--- src/rtl/bus_pkg.sv ---
// rtl/bus_pkg.sv - shared bus sizing, arbiter state type and bus source indices
package bus_pkg;

  localparam int N_SRC = 32;
  localparam int SEL_W = 5;

  typedef enum logic [1:0] {
    IDLE = 2'd0,
    OWN  = 2'd1,
    TURN = 2'd2
  } arb_state_e;

  // Source indices shared with the 32:1 bus mux and the datapath top
  localparam logic [SEL_W-1:0] SRC_R0     = 5'd0;
  localparam logic [SEL_W-1:0] SRC_R1     = 5'd1;
  localparam logic [SEL_W-1:0] SRC_R2     = 5'd2;
  localparam logic [SEL_W-1:0] SRC_R3     = 5'd3;
  localparam logic [SEL_W-1:0] SRC_R4     = 5'd4;
  localparam logic [SEL_W-1:0] SRC_R5     = 5'd5;
  localparam logic [SEL_W-1:0] SRC_R6     = 5'd6;
  localparam logic [SEL_W-1:0] SRC_R7     = 5'd7;
  localparam logic [SEL_W-1:0] SRC_R8     = 5'd8;
  localparam logic [SEL_W-1:0] SRC_R9     = 5'd9;
  localparam logic [SEL_W-1:0] SRC_R10    = 5'd10;
  localparam logic [SEL_W-1:0] SRC_R11    = 5'd11;
  localparam logic [SEL_W-1:0] SRC_R12    = 5'd12;
  localparam logic [SEL_W-1:0] SRC_R13    = 5'd13;
  localparam logic [SEL_W-1:0] SRC_R14    = 5'd14;
  localparam logic [SEL_W-1:0] SRC_R15    = 5'd15;
  localparam logic [SEL_W-1:0] SRC_HI     = 5'd16;
  localparam logic [SEL_W-1:0] SRC_LO     = 5'd17;
  localparam logic [SEL_W-1:0] SRC_ZHI    = 5'd18;
  localparam logic [SEL_W-1:0] SRC_ZLO    = 5'd19;
  localparam logic [SEL_W-1:0] SRC_PC     = 5'd20;
  localparam logic [SEL_W-1:0] SRC_MDR    = 5'd21;
  localparam logic [SEL_W-1:0] SRC_INPORT = 5'd22;
  localparam logic [SEL_W-1:0] SRC_C      = 5'd23;

endpackage

--- src/rtl/rr_priority_pick.sv ---
// rtl/rr_priority_pick.sv - round-robin find-first starting at rr_ptr with wrap-around
module rr_priority_pick
  import bus_pkg::*;
#(
  parameter int N = N_SRC,
  parameter int W = SEL_W
) (
  input  logic [N-1:0] req,
  input  logic [W-1:0] rr_ptr,
  output logic         any,
  output logic [W-1:0] win_idx
);

  localparam logic [W:0] N_L = (W+1)'(N);

  logic [N-1:0] rot;
  logic [W-1:0] first;
  logic [W:0]   sum;

  // rot[i] is the source i places after rr_ptr, so rot[0] has top priority
  always_comb begin
    rot = '0;
    for (int i = 0; i < N; i++) begin
      rot[i] = req[(i + int'(rr_ptr)) % N];
    end
  end

  always_comb begin
    first = '0;
    for (int i = N - 1; i >= 0; i--) begin
      if (rot[i]) first = W'(i);
    end
  end

  assign any     = |req;
  assign sum     = {1'b0, first} + {1'b0, rr_ptr};
  assign win_idx = (sum >= N_L) ? W'(sum - N_L) : sum[W-1:0];

endmodule

--- src/rtl/bus_arbiter_rr.sv ---
// rtl/bus_arbiter_rr.sv - round-robin bus arbiter with turnaround cycle and bounded tenure
module bus_arbiter_rr
  import bus_pkg::*;
#(
  parameter int MAX_HOLD = 4
) (
  input  logic             clock,
  input  logic             clear,
  input  logic [N_SRC-1:0] req,
  output logic [N_SRC-1:0] grant,
  output logic [SEL_W-1:0] select,
  output logic             bus_valid,
  output logic             preempt
);

  localparam int HOLD_W = (MAX_HOLD > 1) ? $clog2(MAX_HOLD) : 1;
  localparam logic [HOLD_W-1:0] HOLD_LAST = HOLD_W'(MAX_HOLD - 1);

  arb_state_e        state, state_d;
  logic [SEL_W-1:0]  rr_ptr, rr_ptr_d;
  logic [HOLD_W-1:0] hold_cnt, hold_cnt_d;
  logic [N_SRC-1:0]  grant_d;
  logic [SEL_W-1:0]  select_d;
  logic              bus_valid_d, preempt_d;
  logic              any_req;
  logic [SEL_W-1:0]  win_idx;
  logic              contended;

  rr_priority_pick #(.N(N_SRC), .W(SEL_W)) u_pick (
    .req     (req),
    .rr_ptr  (rr_ptr),
    .any     (any_req),
    .win_idx (win_idx)
  );

  assign contended = |(req & ~grant);

  always_ff @(posedge clock or negedge clear) begin
    if (!clear) begin
      state     <= IDLE;
      rr_ptr    <= '0;
      hold_cnt  <= '0;
      grant     <= '0;
      select    <= '0;
      bus_valid <= 1'b0;
      preempt   <= 1'b0;
    end else begin
      state     <= state_d;
      rr_ptr    <= rr_ptr_d;
      hold_cnt  <= hold_cnt_d;
      grant     <= grant_d;
      select    <= select_d;
      bus_valid <= bus_valid_d;
      preempt   <= preempt_d;
    end
  end

  always_comb begin
    state_d     = state;
    rr_ptr_d    = rr_ptr;
    hold_cnt_d  = hold_cnt;
    grant_d     = grant;
    select_d    = select;
    bus_valid_d = bus_valid;
    preempt_d   = 1'b0;
    case (state)
      IDLE, TURN: begin
        if (any_req) begin
          state_d     = OWN;
          grant_d     = N_SRC'(1) << win_idx;
          select_d    = win_idx;
          bus_valid_d = 1'b1;
          hold_cnt_d  = '0;
          rr_ptr_d    = (win_idx == SEL_W'(N_SRC - 1)) ? '0 : win_idx + SEL_W'(1);
        end else begin
          state_d     = IDLE;
          grant_d     = '0;
          bus_valid_d = 1'b0;
        end
      end
      OWN: begin
        // A release on the expiry edge is a normal release, so it is tested first
        if (!req[select]) begin
          state_d     = TURN;
          grant_d     = '0;
          bus_valid_d = 1'b0;
        end else if (hold_cnt == HOLD_LAST && contended) begin
          state_d     = TURN;
          grant_d     = '0;
          bus_valid_d = 1'b0;
          preempt_d   = 1'b1;
        end else if (hold_cnt != HOLD_LAST) begin
          hold_cnt_d  = hold_cnt + HOLD_W'(1);
        end
      end
      default: begin
        state_d     = IDLE;
        grant_d     = '0;
        bus_valid_d = 1'b0;
      end
    endcase
  end

endmodule

--- config.mk ---
export PLATFORM = sky130hd
export DESIGN_NAME = bus_arbiter_rr
export DESIGN_NICKNAME = d
export VERILOG_FILES = /design/src/rtl/bus_pkg.sv /design/src/rtl/rr_priority_pick.sv /design/src/rtl/bus_arbiter_rr.sv
export SDC_FILE = /design/constraint.sdc
export NUM_CORES = 1
export LEC_CHECK = 0
export CORE_UTILIZATION = 57
export DETAILED_ROUTE_END_ITERATION = 10
export PLACE_DENSITY_LB_ADDON = 0.1
export SLEW_MARGIN = 20
export SYNTH_ARGS = -nofsm -noshare
export SYNTH_HDL_FRONTEND = slang
export SYNTH_HIERARCHICAL = 1
export SYNTH_SLANG_ARGS = --single-unit
--- constraint.sdc ---
create_clock -name clock -period 11.6 [get_ports clock]
set_input_delay 1.16 -clock clock [delete_from_list [all_inputs] [get_ports clock]]
set_output_delay 1.16 -clock clock [all_outputs]
set_load 0.005 [all_outputs]
==> results of run 1 <==
[Yosys cell counts, drive strengths merged, types with 5 or more instances]
library cell,number,area share
ha,24,0.052
o21ai,9,0.0079
o22ai,17,0.019
nor2,12,0.0079
a32o,14,0.024
buf,17,0.023
mux2,11,0.022
nor4,9,0.0098
or4,5,0.0072
o2111ai,6,0.0092
inv,47,0.031
nand3,5,0.0044
dfrtp,48,0.21
mux2i,55,0.10
o2bb2ai,18,0.028
clkbuf,8,0.0052
nand2,44,0.029
xor2,6,0.0092
nand2b,5,0.0068
a21oi,15,0.013
nand4,6,0.0066
mux4,63,0.25
xnor2,23,0.038
a21boi,6,0.0079
[metal layers]
layer	wire, um	vias to the layer above	global-route usage	part of all wire
li1	-	2196	-	-
met1	6690	2532	0.466	0.38
met2	8760	304	0.597	0.49
met3	1510	56	0.0513	0.085
met4	769	0	0.171	0.043
met5	0	-	0	0
[worst max-delay path: stages, from the launching register on]
cell and delay (ns):
dfrtp_1 0.79, clkinv_1 0.56, ha_1 0.37, xnor2_1 0.63
mux4_2 0.60, mux2i_1 0.65, nand4_1 0.32, nor3_1 0.25
a211o_1 0.15, a211oi_1 0.07, ha_1 0.32, a21o_1 0.17
a21oi_1 0.16, xor2_1 0.20, xnor2_1 0.15, nor2_1 0.53
nand2_1 0.28, o2bb2ai_1 0.22
[area by class of cell]
class | instances | area, um2 | area share
clock buffer | 6 | 82.6 | 0.0126
timing repair buffer | 75 | 741 | 0.113
sequential | 48 | 1200 | 0.183
clock inverter | 2 | 13.8 | 0.00209
inverter | 48 | 180 | 0.0274
multi-input combinational | 408 | 4190 | 0.637
tap | 133 | 166 | 0.0253
[worst paths after layout]
path                           start   endpoint  slack, ns  cells after the start
min reg2reg                bus_valid  bus_valid       0.50                      1
max reg2reg                rr_ptr[2]   grant[6]       5.08                     17
max                        rr_ptr[2]   grant[6]       5.08                     17
min                        bus_valid  bus_valid       0.50                      1
min in group asynchronous      clear  rr_ptr[4]       0.85                      1
max in group asynchronous      clear  rr_ptr[0]      10.32                      1
[kinds of logic (layout without fill, tap and decap cells)]
kind of cell	after synthesis	after routing
AOI/OAI and AO/OA	115	115
xor gates and xnor gates	29	29
adders and majority gates	25	25
buffers and inverters	73	131
DFF	48	48
muxes	129	129
and+or+nand+nor	110	110
[state kept, by name, summed over array words and instances (netlist names)]
| signal | count |
|---|---|
| bus_valid | 1 |
| grant | 32 |
| hold_cnt | 2 |
| preempt | 1 |
| rr_ptr | 5 |
| select | 5 |
| state | 2 |
[through the flow]
step,instances,util
floorplan,529,-
global placement,712,0.665
CTS,720,0.675
finish,720,0.676
detailed placement,712,0.665
global route,720,0.676
==> flow_metrics.tcl, run 1 <==
set metrics [dict create \
    synth_warnings 6 \
    synth_xor_area_frac 0.0470 \
    num_io_pins 73 \
    routed_via_density 7.07 \
    synth.distinct_cells 65 \
    drtIter0Drc 547 \
    netlist_instances 529 \
    synth.area.mux_share 0.374 \
    rsz0062_at_grt "false" \
    post_cts_resized 0 \
    clk_latency_ns 0.30 \
    slew_viol_final 0 \
    track_usage 0.359 \
    async_reset_ff_frac 1.00 \
    drcViolationCount 0 \
    drt_wl_total_mm 17.7 \
    ant_nets 0 \
    vias 5088 \
    synthSimpleGateAreaFrac 0.0993 \
    post-route-period-util 0.562 \
    max_freq_mhz 153 \
    gr-total-overflow 0 \
    start_util 0.588 \
    clk_path_buf_depth 2 \
    final_cell_mix "clkdlybuf4s50_1, mux4_2, mux2i_1" \
    worstPathArrival_ns 6.74 \
    worst_pin_slew_ns 0.963 \
    setup.worst_path.end_class "flop" \
    gp_congestion 1.00 \
    cts.sinks 48 \
    yosysSeqAreaShare 0.210 \
    drtPass1Iterations 5 \
    setup_viol 0 \
    setup_slack_ns 5.08 \
    cp-start-kind "flop" \
    crit_type "reg -> reg" \
    diodes 0 \
    hold_viol 0 \
    fin_area_um2 6580 \
    placed_area_um2 6470 \
    nFillCells 790 \
    critPathMaxFanout 15 \
    period_needed_ns 6.52 \
    ys.flop_type "dfrtp_1" \
    worst_ep_required_time_ns 11.82 \
    cts_tree "built" \
    synth-compound-area-share 0.154 \
    grt_max_degree 49 \
    port_buffers 72 \
    cts-buffers-inserted 5 \
    core-area_um2 9730 \
    rows 36 \
    synth_fp_nets 588 \
    die_y_um 102 \
    final_nets 645 \
    areaGrowthSynthToFinish_pct 14.9 \
    post-cts-setup-buffers 0 \
    synth_seq_cells 48 \
    grt_antenna_before_repair 0 \
    syn-cell-area_um2 5720 \
    finClkSkew_ns 0.00920 \
    clk_pin_slew_worst_paths_ns 0.09 \
    slew_headroom 0.353 \
    hold_buffers 0 \
    fin_tns_setup_ns 0 \
    dp_slack_ns 5.38 \
    grt_pass1_vias 5002 \
    final_common_cell "clkdlybuf4s50_1" \
    grt_pass1_wl_mm 27.9 \
    synth_top_family_by_area "multiplexers" \
    place_hpwl_mm 13.6 \
    synth_edf_count 0 \
    cts-root-buf "clkbuf_8" \
    die_w_um 102 \
    status "completed" \
    holdWs_ns 0.500 \
    drv_cap 0 \
    htree_levels 2 \
    hold_path.class "reg -> reg" \
    synthAdderAreaFrac 0.0560 \
    drt-wirelength-per-cell_um 24.6 \
    final_layout_size_suffix_gt1_frac 0.165 \
    avgSynthCellArea_um2 10.8 \
    die_area_um2 10400 \
]
Power of run 1 is left out: the tool's default activity adds up to more than one toggle a clock period on the data nets, which glitch-free logic cannot reach.
==> run 2, diff against run 1 <==
==> constraint.sdc (replaced) <==
create_clock -name clock -period 6.42 [get_ports clock]
set_input_delay 0.642 -clock clock [delete_from_list [all_inputs] [get_ports clock]]
set_output_delay 0.642 -clock clock [all_outputs]
set_load 0.005 [all_outputs]
==> run 2 against run 1 <==
  * Clock-buffer cell count down 1
  * Design area is 1.1% higher
  * Sequential cell count stayed put
  * Worst hold slack got worse by 0.17 ns
  * Critical path depth increased by 1
  * Sequential share of layout area is 0.20 points lower
  * Final cell count is 0.56% higher
  * Global-route usage increased by 0.34 points
  * Critical endpoint is now grant[13]
  * Maximum frequency increased by 11%
==> flow_metrics.tcl, run 2 (same netlist as run 1, synthesis figures left out) <==
set metrics [dict create \
    finClkSkew_ns 0.0165 \
    drt-wirelength-per-cell_um 24.6 \
    routed_via_density 7.04 \
    rows 36 \
    die_area_um2 10400 \
    hold_path.class "in -> async" \
    final_cell_mix "clkdlybuf4s50_1, mux4_2, mux2i_1" \
    die_w_um 102 \
    post-cts-setup-buffers 0 \
    worst_ep_required_time_ns 6.66 \
    diodes 0 \
    reg.largest.list "grant: 32 flops, rr_ptr: 5 flops, select: 5 flops" \
    grt_max_degree 49 \
    setup.worst_path.end_class "flop" \
    num_io_pins 73 \
    worst_pin_slew_ns 0.985 \
    final_common_cell "clkdlybuf4s50_1" \
    critPathMaxFanout 10 \
    largest_reg_flops 32 \
    gr-total-overflow 0 \
    cts-root-buf "clkbuf_8" \
    port_buffers 72 \
    drtPass1Iterations 5 \
    ant_nets 0 \
    slew_headroom 0.338 \
    die_y_um 102 \
    registers.top_by_ff_count "grant" \
    clk_pin_slew_worst_paths_ns 0.10 \
    htree_levels 2 \
    clk_latency_ns 0.31 \
    worstPathArrival_ns 6.09 \
    setup_viol 0 \
    cts-buffers-inserted 5 \
    hold_viol 0 \
    place_hpwl_mm 13.7 \
    cp_cell_sequence "clkinv_1, ha_1, xnor2_1, mux4_2, mux2_2, o41ai_1, a211oi_1, o211a_1, o21ai_1, ha_1, fa_1, a21o_1, a21oi_1, xor2_1, xnor2_1, nor2_1, nand2_1, a2bb2o_1" \
    hold_buffers 0 \
    nFillCells 774 \
    clk_path_buf_depth 2 \
    areaGrowthSynthToFinish_pct 16.2 \
    final_layout_size_suffix_gt1_frac 0.171 \
    track_usage 0.363 \
    slowest_delay_ns 0.65 \
    drt_wl_total_mm 17.8 \
    reg2reg_slack_ns 0.57 \
    drcViolationCount 0 \
    drv_cap 0 \
    cts_tree "built" \
    period_needed_ns 5.85 \
    vias 5096 \
    post-route-period-util 0.912 \
    start_util 0.588 \
    slew_viol_final 0 \
    rsz0062_at_grt "false" \
    final_nets 649 \
    critical_path.slowest_cell "xnor2_1" \
    cp-start-kind "flop" \
    drtIter0Drc 530 \
    cts.sinks 48 \
    core-area_um2 9730 \
    crit_type "reg -> reg" \
    grt_pass1_vias 5070 \
    fin_tns_setup_ns 0 \
    gp_congestion 1.00 \
    post_cts_resized 0 \
    max_freq_mhz 171 \
    grt_pass1_wl_mm 28.1 \
    grt_antenna_before_repair 0 \
    status "completed" \
]
[run 2: worst max-delay path, delay by kind of cell (launching register included)]
| family | cells | cell delay (ns) |
|---|---|---|
| AND/OR/NAND/NOR | 2 | 0.80 |
| AO/OA/AOI/OAI | 7 | 1.50 |
| multiplexers | 2 | 0.94 |
| XOR/XNOR | 3 | 1.02 |
| adder cells (fa/ha/maj) | 3 | 0.79 |
| buffers and inverters | 1 | 0.36 |
| flip-flops | 1 | 0.36 |
[run 2: path summary, 6_finish.rpt]
path / start / to / cells past startpoint
max in group asynchronous: clear / rr_ptr[0] / 1
worst min-delay path: clear / rr_ptr[1] / 1
worst min register to register: bus_valid / bus_valid / 1
worst max register to register: rr_ptr[2] / grant[13] / 18
min in group clock: bus_valid / bus_valid / 1
worst max-delay path: rr_ptr[2] / grant[13] / 18
[run 2: stage by stage]
step	std cells	hold slack [ns]	setup slack, ns	instance area (um2)	util
floorplan	529	0.346	0.806	5720	-
finish	724	0.330	0.565	6650	0.683
detailed placement	716	0.470	0.641	6500	0.668
global route	724	0.386	0.102	6650	0.683
CTS	724	0.494	0.622	6640	0.682
global placement	716	0.465	0.729	6500	0.668
[run 2: cell type report]
type	instances	area, um2	area share
Clock inverter	3	68.8	0.0104
Sequential cell	48	1200	0.181
Clock buffer	5	68.8	0.0104
Inverter	48	180	0.0271
Timing Repair Buffer	79	771	0.116
Multi-Input combinational cell	408	4190	0.630
Tap cell	133	166	0.0250
[run 2: layer usage]
metal / global-route usage / share of wire
met5: 0 / 0
met4: 0.215 / 0.068
met3: 0.0520 / 0.069
met2: 0.590 / 0.48
met1: 0.464 / 0.38
Power of run 2 is left out for the same reason.
==> run 3, diff against run 2 <==
--- a/config.mk
+++ b/config.mk
@@ -5,6 +5,7 @@
 export SDC_FILE = /design/constraint.sdc
 export NUM_CORES = 1
 export LEC_CHECK = 0
+export CORE_MARGIN = 1.5
 export CORE_UTILIZATION = 57
 export DETAILED_ROUTE_END_ITERATION = 10
 export PLACE_DENSITY_LB_ADDON = 0.1
==> run 3 against run 2 <==
  * Die area increased by 2.0%
  * Sequential share of layout area about the same
  * Non-clock buffer count grew 3
  * Register-to-register slack worse by 0.08 ns
  * Setup slack worse by 0.077 ns
  * Largest cell class unchanged
==> flow_metrics.tcl, run 3 (same netlist as run 1, synthesis figures left out) <==
set metrics [dict create \
    status "completed" \
    rsz0062_at_grt "false" \
    grt_pass1_wl_mm 27.4 \
    setup_viol 0 \
    num_io_pins 73 \
    start_util 0.585 \
    slew_viol_final 0 \
    cp-start-kind "flop" \
    reg.largest.list "grant: 32 flops, rr_ptr: 5 flops, select: 5 flops" \
    port_buffers 72 \
    drt_wl_total_mm 17.6 \
    hold_buffers 0 \
    cts-root-buf "clkbuf_8" \
    die_y_um 103 \
    drtIter0Drc 416 \
    core-area_um2 9770 \
    vias 5103 \
    drt-wirelength-per-cell_um 24.3 \
    diodes 0 \
    post_cts_resized 0 \
    rows 36 \
    slew_headroom 0.376 \
    slowest_delay_ns 0.68 \
    worst_ep_required_time_ns 6.66 \
    critPathMaxFanout 11 \
    hold_viol 0 \
    nFillCells 747 \
    final_common_cell "clkdlybuf4s50_1" \
    routed_via_density 7.02 \
    areaGrowthSynthToFinish_pct 16.4 \
    max_freq_mhz 169 \
    holdWs_ns 0.419 \
    critical_path.slowest_cell "ha_1" \
    crit_family "multiplexers" \
    drcViolationCount 0 \
    path_buf_inv 1 \
    clk_latency_ns 0.30 \
    final_layout_size_suffix_gt1_frac 0.173 \
    cts_tree "built" \
    place_hpwl_mm 13.6 \
    setup.worst_path.end_class "flop" \
    registers.top_by_ff_count "grant" \
    htree_levels 2 \
    die_w_um 103 \
    finClkSkew_ns 0.00947 \
    cts-buffers-inserted 5 \
    largest_reg_flops 32 \
    fin_tns_setup_ns 0 \
    drtPass1Iterations 7 \
    final_nets 652 \
    cp_cell_sequence "inv_1, ha_1, mux4_2, mux4_2, mux2i_1, o2bb2ai_1, a211oi_1, o211a_1, o21ai_1, ha_1, fa_1, a21o_1, a21oi_1, xor2_1, xnor2_1, nor2_1, nand2_1, a2bb2o_1" \
    drv_cap 0 \
    post-cts-setup-buffers 0 \
    track_usage 0.343 \
    ant_nets 0 \
    gp_congestion 0.965 \
    cts.sinks 48 \
    period_needed_ns 5.93 \
    grt_antenna_before_repair 0 \
    clk_pin_slew_worst_paths_ns 0.09 \
    grt_pass1_vias 5000 \
    post-route-period-util 0.924 \
    grt_max_degree 49 \
    worstPathArrival_ns 6.17 \
    die_area_um2 10600 \
    gr-total-overflow 0 \
    worst_pin_slew_ns 0.930 \
    hold_path.class "in -> async" \
    crit_type "reg -> reg" \
    clk_path_buf_depth 2 \
    final_cell_mix "clkdlybuf4s50_1, mux4_2, mux2i_1" \
]
## run 3: cell count changes in the layout (fill, tap and decap cells not counted), sizes merged
cell	change
buf	+3
## run 3: path summary, 6_finish.rpt
check	from	endpoint	slack, ns	cells past startpoint
worst max-delay path	rr_ptr[1]	grant[13]	0.49	18
worst min-delay path	clear	grant[24]	0.42	2
worst max register to register	rr_ptr[1]	grant[13]	0.49	18
worst min register to register	bus_valid	bus_valid	0.52	1
max in group asynchronous	clear	rr_ptr[0]	5.55	2
min in group clock	bus_valid	bus_valid	0.52	1
## run 3: layer usage
metal | global-route usage | vias to the layer above | wire [um]
met2 | 0.597 | 288 | 8710
li1 | - | 2217 | -
met4 | 0.143 | 0 | 900
met3 | 0.0383 | 68 | 1180
met5 | 0 | - | 0
met1 | 0.440 | 2530 | 6840
## run 3: cell type report
cell class	instances	area, um2	share of cell area
clock inverters	3	68.8	0.0103
flip-flops and latches	48	1200	0.181
well taps	133	166	0.0250
clock buffers	5	68.8	0.0103
multi-input cells	408	4180	0.628
inverters	48	180	0.0271
repair buffers	82	791	0.119
## run 3: metrics by stage
step,instances,setup WS (ns),instance area (um2),util
floorplan,529,0.806,5720,-
CTS,727,0.548,6660,0.681
global route,727,0.262,6660,0.681
detailed placement,719,0.567,6520,0.667
finish,727,0.488,6660,0.681
global placement,719,0.691,6520,0.667
Power of run 3 is left out for the same reason.
